## src/rtl/uart_rx.sv

```systemverilog
// 8N1 UART receiver: 2-flop input synchroniser, 16x oversampling, mid-bit sampling.
// Emits each byte as a one-cycle valid pulse; a low stop bit gives a one-cycle frame error.
module uart_rx #(
    parameter int unsigned DIV_115200 = 27,
    parameter int unsigned DIV_9600   = 326,
    parameter int unsigned DIV_4800   = 651,
    parameter int unsigned DIV_2400   = 1302
) (
    input  logic       clk_i,
    input  logic       rst_i,
    input  logic       rx_i,
    input  logic [2:0] baud_sel_i,
    output logic [7:0] data_o,
    output logic       data_valid_o,
    output logic       frame_err_o,
    output logic       busy_o
);

    typedef enum logic [2:0] {
        S_IDLE,
        S_START,
        S_DATA,
        S_STOP,
        S_BREAK
    } state_t;

    state_t      state_q;
    logic        rx_meta_q, rxs_q;
    logic [2:0]  baud_q;
    logic [10:0] div_q, div_d, div_lim;
    logic [3:0]  cnt_q;
    logic [2:0]  bit_idx_q;
    logic [7:0]  shift_q, data_q;
    logic        data_valid_q, frame_err_q, busy_q;
    logic        tick;

    always_comb begin
        case (baud_q)
            3'd1:    div_lim = 11'(DIV_9600);
            3'd2:    div_lim = 11'(DIV_4800);
            3'd3:    div_lim = 11'(DIV_2400);
            default: div_lim = 11'(DIV_115200);
        endcase
    end

    assign tick = (state_q != S_IDLE) && (div_q == div_lim - 11'd1);

    // Divider is held at zero while idle, so the phase restarts at the start edge.
    always_comb begin
        if (state_q == S_IDLE || tick) div_d = 11'd0;
        else                           div_d = div_q + 11'd1;
    end

    always_ff @(posedge clk_i or posedge rst_i) begin
        if (rst_i) begin
            rx_meta_q <= 1'b1;
            rxs_q     <= 1'b1;
            div_q     <= 11'd0;
        end else begin
            rx_meta_q <= rx_i;
            rxs_q     <= rx_meta_q;
            div_q     <= div_d;
        end
    end

    always_ff @(posedge clk_i or posedge rst_i) begin
        if (rst_i) begin
            state_q      <= S_IDLE;
            baud_q       <= 3'd0;
            cnt_q        <= 4'd0;
            bit_idx_q    <= 3'd0;
            shift_q      <= 8'h00;
            data_q       <= 8'h00;
            data_valid_q <= 1'b0;
            frame_err_q  <= 1'b0;
            busy_q       <= 1'b0;
        end else begin
            data_valid_q <= 1'b0;
            frame_err_q  <= 1'b0;
            case (state_q)
                S_IDLE: begin
                    if (!rxs_q) begin
                        state_q <= S_START;
                        cnt_q   <= 4'd0;
                        baud_q  <= baud_sel_i;
                        busy_q  <= 1'b1;
                    end
                end
                S_START: begin
                    if (tick) begin
                        if (cnt_q == 4'd7) begin
                            if (rxs_q) begin
                                state_q <= S_IDLE;
                                busy_q  <= 1'b0;
                            end else begin
                                state_q   <= S_DATA;
                                cnt_q     <= 4'd0;
                                bit_idx_q <= 3'd0;
                            end
                        end else begin
                            cnt_q <= cnt_q + 4'd1;
                        end
                    end
                end
                S_DATA: begin
                    if (tick) begin
                        cnt_q <= cnt_q + 4'd1;
                        if (cnt_q == 4'd15) begin
                            shift_q   <= {rxs_q, shift_q[7:1]};
                            bit_idx_q <= bit_idx_q + 3'd1;
                            if (bit_idx_q == 3'd7) state_q <= S_STOP;
                        end
                    end
                end
                S_STOP: begin
                    if (tick) begin
                        cnt_q <= cnt_q + 4'd1;
                        if (cnt_q == 4'd15) begin
                            if (rxs_q) begin
                                data_q       <= shift_q;
                                data_valid_q <= 1'b1;
                                busy_q       <= 1'b0;
                                state_q      <= S_IDLE;
                            end else begin
                                frame_err_q <= 1'b1;
                                state_q     <= S_BREAK;
                            end
                        end
                    end
                end
                S_BREAK: begin
                    if (rxs_q) begin
                        state_q <= S_IDLE;
                        busy_q  <= 1'b0;
                    end
                end
                default: begin
                    state_q <= S_IDLE;
                    busy_q  <= 1'b0;
                end
            endcase
        end
    end

    assign data_o       = data_q;
    assign data_valid_o = data_valid_q;
    assign frame_err_o  = frame_err_q;
    assign busy_o       = busy_q;

endmodule

```

## config.mk

```make
export PLATFORM = sky130hd
export DESIGN_NAME = uart_rx
export DESIGN_NICKNAME = d
export VERILOG_FILES = /design/src/rtl/uart_rx.sv
export SDC_FILE = /design/constraint.sdc
export NUM_CORES = 1
export LEC_CHECK = 0
export ABC_CLOCK_PERIOD_IN_PS = 2600
export BUFFER_PORTS_ARGS = -buffer_cell sky130_fd_sc_hd__buf_2
export CORE_UTILIZATION = 54
export CTS_CLUSTER_SIZE = 16
export DETAILED_ROUTE_END_ITERATION = 6
export PLACE_DENSITY = 0.8
export SLEW_MARGIN = 30
export SYNTH_ARGS = -nofsm -noshare
export SYNTH_HDL_FRONTEND = slang
export SYNTH_SLANG_ARGS = --single-unit
export TNS_END_PERCENT = 10
```

## constraint.sdc

```tcl
create_clock -name clk_i -period 2.6 [get_ports clk_i]
set_input_delay 0.26 -clock clk_i [delete_from_list [all_inputs] [get_ports clk_i]]
set_output_delay 0.26 -clock clk_i [all_outputs]
set_load 0.02 [all_outputs]
```

==> flow_summary.ini, run 1 <==
[outcome]
status = completed

[final_layout]
fillers = 320
drive_above_1_share = 0.287
area_delta_synth_final_pct = 12.8
layout_commonest_cell = dfrtp_1
mostFrequentLayoutCells = 41 x dfrtp_1, 19 x nor2_1, 16 x buf_2
nNetsFinal = 260
n_antenna_cell = 0

[yosys]
synthArstFlopShare = 1.00
syn-instance-count = 225
ys_types = 56
synth_area_um2 = 2380
synth_flop_cell = dfrtp_1
syn-mean-instance-area_um2 = 10.6
ys_ff_latch = 45
ys_seq_area_frac = 0.475
synth-edff-count = 0
ys_warn_count = 0
syn_nets = 235

[drt]
drt-pass1-iter-count = 4
post_drt_via_cell_ratio = 5.96
avgRoutedWirePerCell_um = 15.3
vias = 1793
routed_wl_um = 4600
ant_nets = 0
drt_drc_violations_left = 0
drt_iter0_markers = 130

[global_route]
grt_pass1_vias = 1674
grt_antenna_before_repair = 0
grt_pass1_wl_um = 7650
track_usage = 0.223
use_met2 = 0.338
overflow = 0
gr-usage-met1 = 0.300
grt_max_degree = 46
grtUsageMet3 = 0.0600
gr-max-usage-layer = met2

[setup_path]
cp_slowest_cell = or4bb_4
r2r_slack_ps = 70
path_cells = or4bb_4 > o211ai_1 > o2111ai_2 > or4_1 > buf_4 > mux2_4
critPathArrivalTime_ps = 2720
crit_required_ps = 2800
cp_slowest_stage_delay_ps = 570
reg2reg_depth = 6
path_max_fanout = 9
crit_type = reg -> reg
crit_path_end_kind = flip-flop
startpoint_type = flip-flop

[power_and_ir_drop]
p_per_area_nw_per_um2 = 637
p_leak_nw = 1.26
peakVddDrop_v = 0.000472

[timing]
worst_slew_pin_slew_ps = 737
rsz0062_at_grt = no
tns_ps = 0
whs_ps = 46.8
slew_violations = 0
fin_crit_sh = 0.972
min_period_ps = 2530
clock_skew_ps = 8.11
setup_viol = 0
fmax_mhz = 396
slew-limit-headroom = 0.508
hold_viol = 0

[floorplanning]
rows = 23
dieHeight_um = 68.3
start_util = 0.577
die_area_um2 = 4670
pin_count = 17
core_um2 = 4120
die_w_um = 68.3

[cts]
clkTransAtPathRegs_ps = 90
cts_num_sinks = 45
h-tree-depth = 2
clockBufferDepth = 2
clkLatencyLatePin_ps = 300
cts_buffers = 5
cts_tree = done
cts_root_buf = clkbuf_8

[placement]
io_buffers = 16
dp_hpwl_um = 3350
place_congestion = 0.889

[worst_hold_path]
hold_class = in -> async

[flow_run]
drv_cap = 0
synth_stat cells (all sizes together), types with 3 or more instances:
cell    number  share of area
or3          3         0.0079
or2          4          0.011
mux2        19           0.10
inv         10          0.016
nand2       13          0.021
clkbuf       8          0.013
dfrtp       43           0.45
xor2         7          0.026
a31oi        3         0.0079
o21ai        9          0.019
a21oi        7          0.015
nand3        8          0.017
ha           4          0.021
buf          3         0.0090
nand4        4          0.011
xnor2        5          0.018
nand2b       4          0.011
nor2        19          0.030
nor4         3          0.011
nor3        10          0.021
path summary, 6_finish.rpt:
path | startpoint | endpoint
max in group asynchronous | rst_i | baud_q[1]
worst max register to register | baud_q[0] | data_o[7]
worst min-delay path | rst_i | div_q[6]
worst min register to register | rx_meta_q | rxs_q
min in group clk_i | rx_i | rx_meta_q
worst max-delay path | baud_q[0] | data_o[7]
sequential cells by signal (all words and copies together) (netlist names), 3 cells and up:
signal	flops
baud_q	3
cnt_q	4
div_q	11
data_o	8
bit_idx_q	3
state_q	3
shift_q	8
where the power goes:
| part | switching (mW) | total [mW] | internal [mW] |
|---|---|---|---|
| registers | 0.110 | 0.888 | 0.778 |
| clock network | 0.256 | 0.450 | 0.194 |
| logic | 0.199 | 0.369 | 0.170 |
final cells by class:
type                    instances  area (um^2)  share of cell area
well taps                      50         62.6              0.0233
inverters                      10         38.8              0.0145
flip-flops and latches         45         1130               0.422
multi-input cells             159         1180               0.439
repair buffers                 29          178              0.0663
clock buffers                   5         68.8              0.0257
clock inverters                 3         25.0             0.00934
worst max-delay path, delay by kind of cell (launching register included):
kind            cells  cell delay (ps)
compound gates      2              330
buf+inv             1              210
flops               1              450
simple gates        2             1100
mux                 1              310
cell families (layout without fill, tap and decap cells):
group                      Yosys count  count (layout)  share of synthesized area
AOI/OAI and AO/OA                   39              39                      0.122
xor gates and xnor gates            12              12                     0.0442
adders and majority gates            4               4                     0.0211
buffers and inverters               21              47                     0.0374
DFF                                 45              45                      0.475
muxes                               21              21                      0.111
and+or+nand+nor                     83              83                      0.190
per-layer routing:
metal,share of wire,vias to the layer above
li1,-,871
met1,0.48,863
met2,0.47,49
met3,0.035,10
met4,0.019,0
met5,0,-
through the flow:
| stage | utilization | total power, mW | setup slack (ps) | area, um^2 | instances |
|---|---|---|---|---|---|
| after CTS | 0.646 | 1.71 | 48.0 | 2660 | 301 |
| after global placement | 0.623 | 1.24 | 153 | 2560 | 293 |
| after floorplan | - | 1.15 | 131 | 2380 | 225 |
| after global routing | 0.651 | 1.82 | 1.10 | 2680 | 301 |
| final | 0.651 | 1.71 | 74.0 | 2680 | 301 |
| after detailed placement | 0.623 | 1.26 | 59.4 | 2560 | 293 |
what timing repair did:
action                     CTS  global route
buffers inserted             0             0
resized for setup            0             6
hold buffers                 0             0
setup endpoints to repair    0            16
No activity file was read; power rests on OpenSTA's default activity.
==> run 2: changes to the inputs <==
--- a/config.mk
+++ b/config.mk
@@ -10,6 +10,7 @@
 export CORE_UTILIZATION = 54
 export CTS_CLUSTER_SIZE = 16
 export DETAILED_ROUTE_END_ITERATION = 6
+export HOLD_SLACK_MARGIN = 0.05
 export PLACE_DENSITY = 0.8
 export SLEW_MARGIN = 30
 export SYNTH_ARGS = -nofsm -noshare
==> run 2 against run 1 <==
Net effect: sequential cell count unchanged; combinational power is essentially flat; clock power about the same; design area grew 0.37%; first-iteration DRC count is 23% lower; maximum frequency hardly changed; power hardly changed; worst setup slack got worse by 0.99 ps; clock skew about the same; worst hold slack improved by 1.9 ps; count of clock-buffer cells in the layout is the same; sequential share of layout area is 0.16 points lower; critical endpoint unchanged; largest cell class unchanged.
==> flow_summary.ini, run 2 (synthesis gave the netlist of run 1 again) <==
[final_layout]
drive_above_1_share = 0.286
nNetsFinal = 261
largest_reg_flops = 11
layout_commonest_cell = dfrtp_1
area_delta_synth_final_pct = 13.2
max_flop_register = div_q
mostFrequentLayoutCells = 41 x dfrtp_1, 19 x nor2_1, 16 x buf_2
n_antenna_cell = 0
fillers = 320
fin_area_um2 = 2690

[outcome]
status = completed

[setup_path]
crit_buf_inv = 1
crit_type = reg -> reg
path_cells = or4bb_4 > o211ai_1 > o2111ai_2 > or4_1 > buf_4 > mux2_4
crit_family = simple AND/OR/NAND/NOR gates
cp_slowest_cell = or4bb_4
critPathArrivalTime_ps = 2720
startpoint_type = flip-flop
cp_slowest_stage_delay_ps = 570
crit_required_ps = 2790
path_max_fanout = 9
crit_path_end_kind = flip-flop
startpoint = baud_q[0]
rr_startpoint = baud_q[0]

[cts]
cts_tree = done
clockBufferDepth = 2
cts_buffers = 5
cts_num_sinks = 45
clkTransAtPathRegs_ps = 90
post_cts.repair.setup_buffers = 0
h-tree-depth = 2
clkLatencyLatePin_ps = 300
cts_root_buf = clkbuf_8

[timing]
worst_slew_pin_slew_ps = 736
slew-limit-headroom = 0.509
clock_skew_ps = 8.31
hold_viol = 0
tns_ps = 0
slew_violations = 0
rsz0062_at_grt = no
whs_ps = 48.7
fmax_mhz = 396
setup_viol = 0
fin_crit_sh = 0.972
min_period_ps = 2530

[power_and_ir_drop]
p_leak_nw = 1.26
power_switching_mw = 0.564
p_comb_frac = 0.217
power.share.sequential = 0.520
peakVddDrop_v = 0.000472
p_clk_frac = 0.263
total_power_mw = 1.71
netSwitchingFraction = 0.330
p_per_area_nw_per_um2 = 635
intPower_mw = 1.14

[global_route]
grt_max_degree = 46
grt_pass1_wl_um = 7650
grt_antenna_before_repair = 0
overflow = 0
grt_pass1_vias = 1674
track_usage = 0.223

[drt]
avgRoutedWirePerCell_um = 15.2
drt-pass1-iter-count = 4
drt_iter0_markers = 100
ant_nets = 0
drt_drc_violations_left = 0
routed_wl_um = 4590
vias = 1804
post_drt_via_cell_ratio = 5.97

[floorplanning]
pin_count = 17
rows = 23
start_util = 0.577
dieHeight_um = 68.3
die_w_um = 68.3
core_um2 = 4120
die_area_um2 = 4670

[placement]
dpl_cell_area_um2 = 2560
dp_hpwl_um = 3350
io_buffers = 16
place_congestion = 0.889

[worst_hold_path]
hold_class = in -> async

[flow_run]
drv_cap = 0
## run 2: cell types whose count changed in the layout (fill, tap and decap cells not counted)
cell / previous run / this run
dlygate4sd3_1: 0 / 1
## run 2: through the flow
stage / std cells / utilization / worst slack, ps
2_1_floorplan: 225 / - / 131
3_3_place_gp: 293 / 0.623 / 153
3_5_place_dp: 293 / 0.623 / 59.4
4_1_cts: 302 / 0.649 / 48.0
5_1_grt: 302 / 0.654 / 1.10
6_report: 302 / 0.654 / 73.0
## run 2: final timing paths
kind	end	depth (start not counted)	slack, ps
min in group clk_i	baud_q[2]	3	160
max reg2reg	data_o[7]	6	70
max in group asynchronous	baud_q[1]	2	2070
min	div_q[6]	2	50
min reg2reg	rxs_q	0	360
max	data_o[7]	6	70
## run 2: power by group through the flow
stage / clock network (mW) / registers [mW] / logic (mW)
after floorplan: 0 / 0.863 / 0.291
after global placement: 0 / 0.897 / 0.345
after detailed placement: 0 / 0.900 / 0.357
after CTS: 0.460 / 0.887 / 0.361
after global routing: 0.494 / 0.899 / 0.425
final: 0.448 / 0.888 / 0.370
## run 2: area by class of cell
cell class | count | area, um^2 | area share
multi-input cells | 159 | 1180 | 0.437
flip-flops and latches | 45 | 1130 | 0.420
repair buffers | 30 | 188 | 0.0698
clock buffers | 5 | 68.8 | 0.0256
well taps | 50 | 62.6 | 0.0233
inverters | 10 | 38.8 | 0.0144
clock inverters | 3 | 25.0 | 0.00930
## run 2: repair_timing
item                                    4_1_cts  5_1_grt
endpoints found under the setup margin        0       16
hold buffers                                  1        0
hold endpoints to repair                      1        0
gates resized for setup                       0        6
## run 2: routing by layer
layer	routed length (um)	track usage	vias to the layer above
li1	-	-	878
met1	2190	0.300	866
met2	2160	0.338	51
met3	171	0.0600	9
met4	64	0.0859	0
met5	0	0	-
==> run 3: changes to the inputs <==
--- a/config.mk
+++ b/config.mk
@@ -5,13 +5,13 @@
 export SDC_FILE = /design/constraint.sdc
 export NUM_CORES = 1
 export LEC_CHECK = 0
-export ABC_CLOCK_PERIOD_IN_PS = 2600
+export ABC_CLOCK_PERIOD_IN_PS = 2400
 export BUFFER_PORTS_ARGS = -buffer_cell sky130_fd_sc_hd__buf_2
-export CORE_UTILIZATION = 54
+export CORE_UTILIZATION = 50
 export CTS_CLUSTER_SIZE = 16
 export DETAILED_ROUTE_END_ITERATION = 6
 export HOLD_SLACK_MARGIN = 0.05
-export PLACE_DENSITY = 0.8
+export PLACE_DENSITY = 0.73
 export SLEW_MARGIN = 30
 export SYNTH_ARGS = -nofsm -noshare
 export SYNTH_HDL_FRONTEND = slang
==> constraint.sdc (replaced) <==
create_clock -name clk_i -period 2.4 [get_ports clk_i]
set_input_delay 0.24 -clock clk_i [delete_from_list [all_inputs] [get_ports clk_i]]
set_output_delay 0.24 -clock clk_i [all_outputs]
set_load 0.02 [all_outputs]
==> run 3 against run 2 <==
Net effect: the flow now finishes with violations (DRC, setup timing); critical path type unchanged; largest power group unchanged; sequential share of layout area is 2.8 points lower; cell count increased by 6.3%; count of clock-buffer cells in the layout did not move; critical path depth unchanged; routed wire length decreased by 0.89%; utilization down 1.1 points; sequential power increased by 6.9%.
==> flow_summary.ini, run 3 (synthesis gave the netlist of run 1 again) <==
[timing]
slew-limit-headroom = 0.498
clock_skew_ps = 8.44
min_period_ps = 2450
setup_viol = 8
tns_ps = -334
worst_slew_pin_slew_ps = 752
hold_viol = 0
fmax_mhz = 409
rsz0062_at_grt = yes
fin_ws_ps = -45.4
whs_ps = 27.4
slew_violations = 0
fin_crit_sh = 1.02

[setup_path]
crit_type = reg -> reg
critPathArrivalTime_ps = 2640
reg2reg_depth = 6
crit_required_ps = 2600
path_max_fanout = 9
startpoint_type = flip-flop
rr_startpoint = baud_q[0]
r2r_slack_ps = -50
crit_path_end_kind = flip-flop
reg2reg_to = data_o[4]

[cts]
h-tree-depth = 2
clkTransAtPathRegs_ps = 90
clockBufferDepth = 2
cts_buffers = 5
clkLatencyLatePin_ps = 310
cts_root_buf = clkbuf_8
cts_num_sinks = 45
cts_tree = done

[worst_hold_path]
hold_class = in -> async

[final_layout]
max_flop_register = div_q
layout_commonest_cell = dfrtp_1
mostFrequentLayoutCells = 43 x dfrtp_1, 28 x buf_4, 19 x nor2_1
drive_above_1_share = 0.335
final_core_util = 0.643
nNetsFinal = 278
n_antenna_cell = 0
largest_reg_flops = 11
area_delta_synth_final_pct = 21.1

[power_and_ir_drop]
netSwitchingFraction = 0.331
total_power_mw = 1.95
power_switching_mw = 0.644
power.share.sequential = 0.488
intPower_mw = 1.30
p_comb_frac = 0.264
p_leak_nw = 1.36
peakVddDrop_v = 0.000407
p_clk_frac = 0.248
p_per_area_nw_per_um2 = 676

[drt]
wl_met2_um = 2130
ant_nets = 0
post_drt_via_cell_ratio = 5.69
vias = 1826
highest_layer = met4
drt-met1-wl_um = 2210
drt_drc_violations_left = 2
routed_wl_um = 4550
wl_met3_um = 135
avgRoutedWirePerCell_um = 14.2
drt_iter0_markers = 160
drt-pass1-iter-count = 7

[floorplanning]
rows = 24
die_w_um = 70.9
dieHeight_um = 70.9
die_area_um2 = 5030
pin_count = 17
start_util = 0.531
core_um2 = 4470

[global_route]
grt_pass1_vias = 1735
track_usage = 0.200
overflow = 0
grt_antenna_before_repair = 0
grt_max_degree = 46
grt_pass1_wl_um = 7670

[placement]
place_congestion = 0.838
dp_hpwl_um = 3340
io_buffers = 16

[outcome]
violations = DRC, setup timing
status = finished with violations

[flow_run]
drv_cap = 0
## run 3: power groups by stage
stage,clock network [mW],logic (mW),registers (mW)
floorplan,0,0.323,0.939
global placement,0,0.472,0.956
detailed placement,0,0.483,0.961
CTS,0.504,0.499,0.946
global route,0.532,0.567,0.964
finish,0.483,0.514,0.949
## run 3: timing repair
item,CTS,global route
endpoints found under the hold margin,1,0
hold buffers,1,0
pin swaps,1,2
endpoints found under the setup margin,8,16
gates resized for setup,3,7
setup buffers,0,0
## run 3: how the worst max path moves through the flow
stage,cells after the start,from,slack (ps),end
finish,6,baud_q[0],-50,data_o[4]
global route,6,baud_q[0],-100,data_o[2]
CTS,6,baud_q[0],-30,data_o[4]
detailed placement,6,baud_q[0],-40,data_o[4]
global placement,6,baud_q[0],-4,data_o[5]
floorplan,7,baud_q[0],-40,data_o[0]
## run 3: layout make-up
cell class                 count  area, um^2
fill                         349        1600
multi-input combinational    159        1220
sequential                    45        1130
timing repair buffer          47         335
clock buffer                   5        68.8
tap                           52        65.1
inverter                      10        38.8
clock inverter                 3        25.0
## run 3: worst max-delay path, stage by stage (launching register included)
cell	delay, ps
dfrtp_1	430
or3b_4	420
a221oi_4	300
o2111ai_2	160
or4_4	580
buf_8	170
mux2_4	290
## run 3: metrics by stage
step,setup slack [ps],instance area [um^2],std cells
5_1_grt,-105,2880,321
4_1_cts,-34.1,2850,321
3_3_place_gp,-4.08,2720,312
2_1_floorplan,-39.9,2400,225
3_5_place_dp,-44.4,2720,312
6_report,-45.4,2880,321
## run 3: per-layer routing
layer | track usage | vias to the layer above
li1 | - | 902
met3 | 0.0470 | 6
met2 | 0.297 | 26
met1 | 0.277 | 892
met4 | 0.0978 | 0
met5 | 0 | -
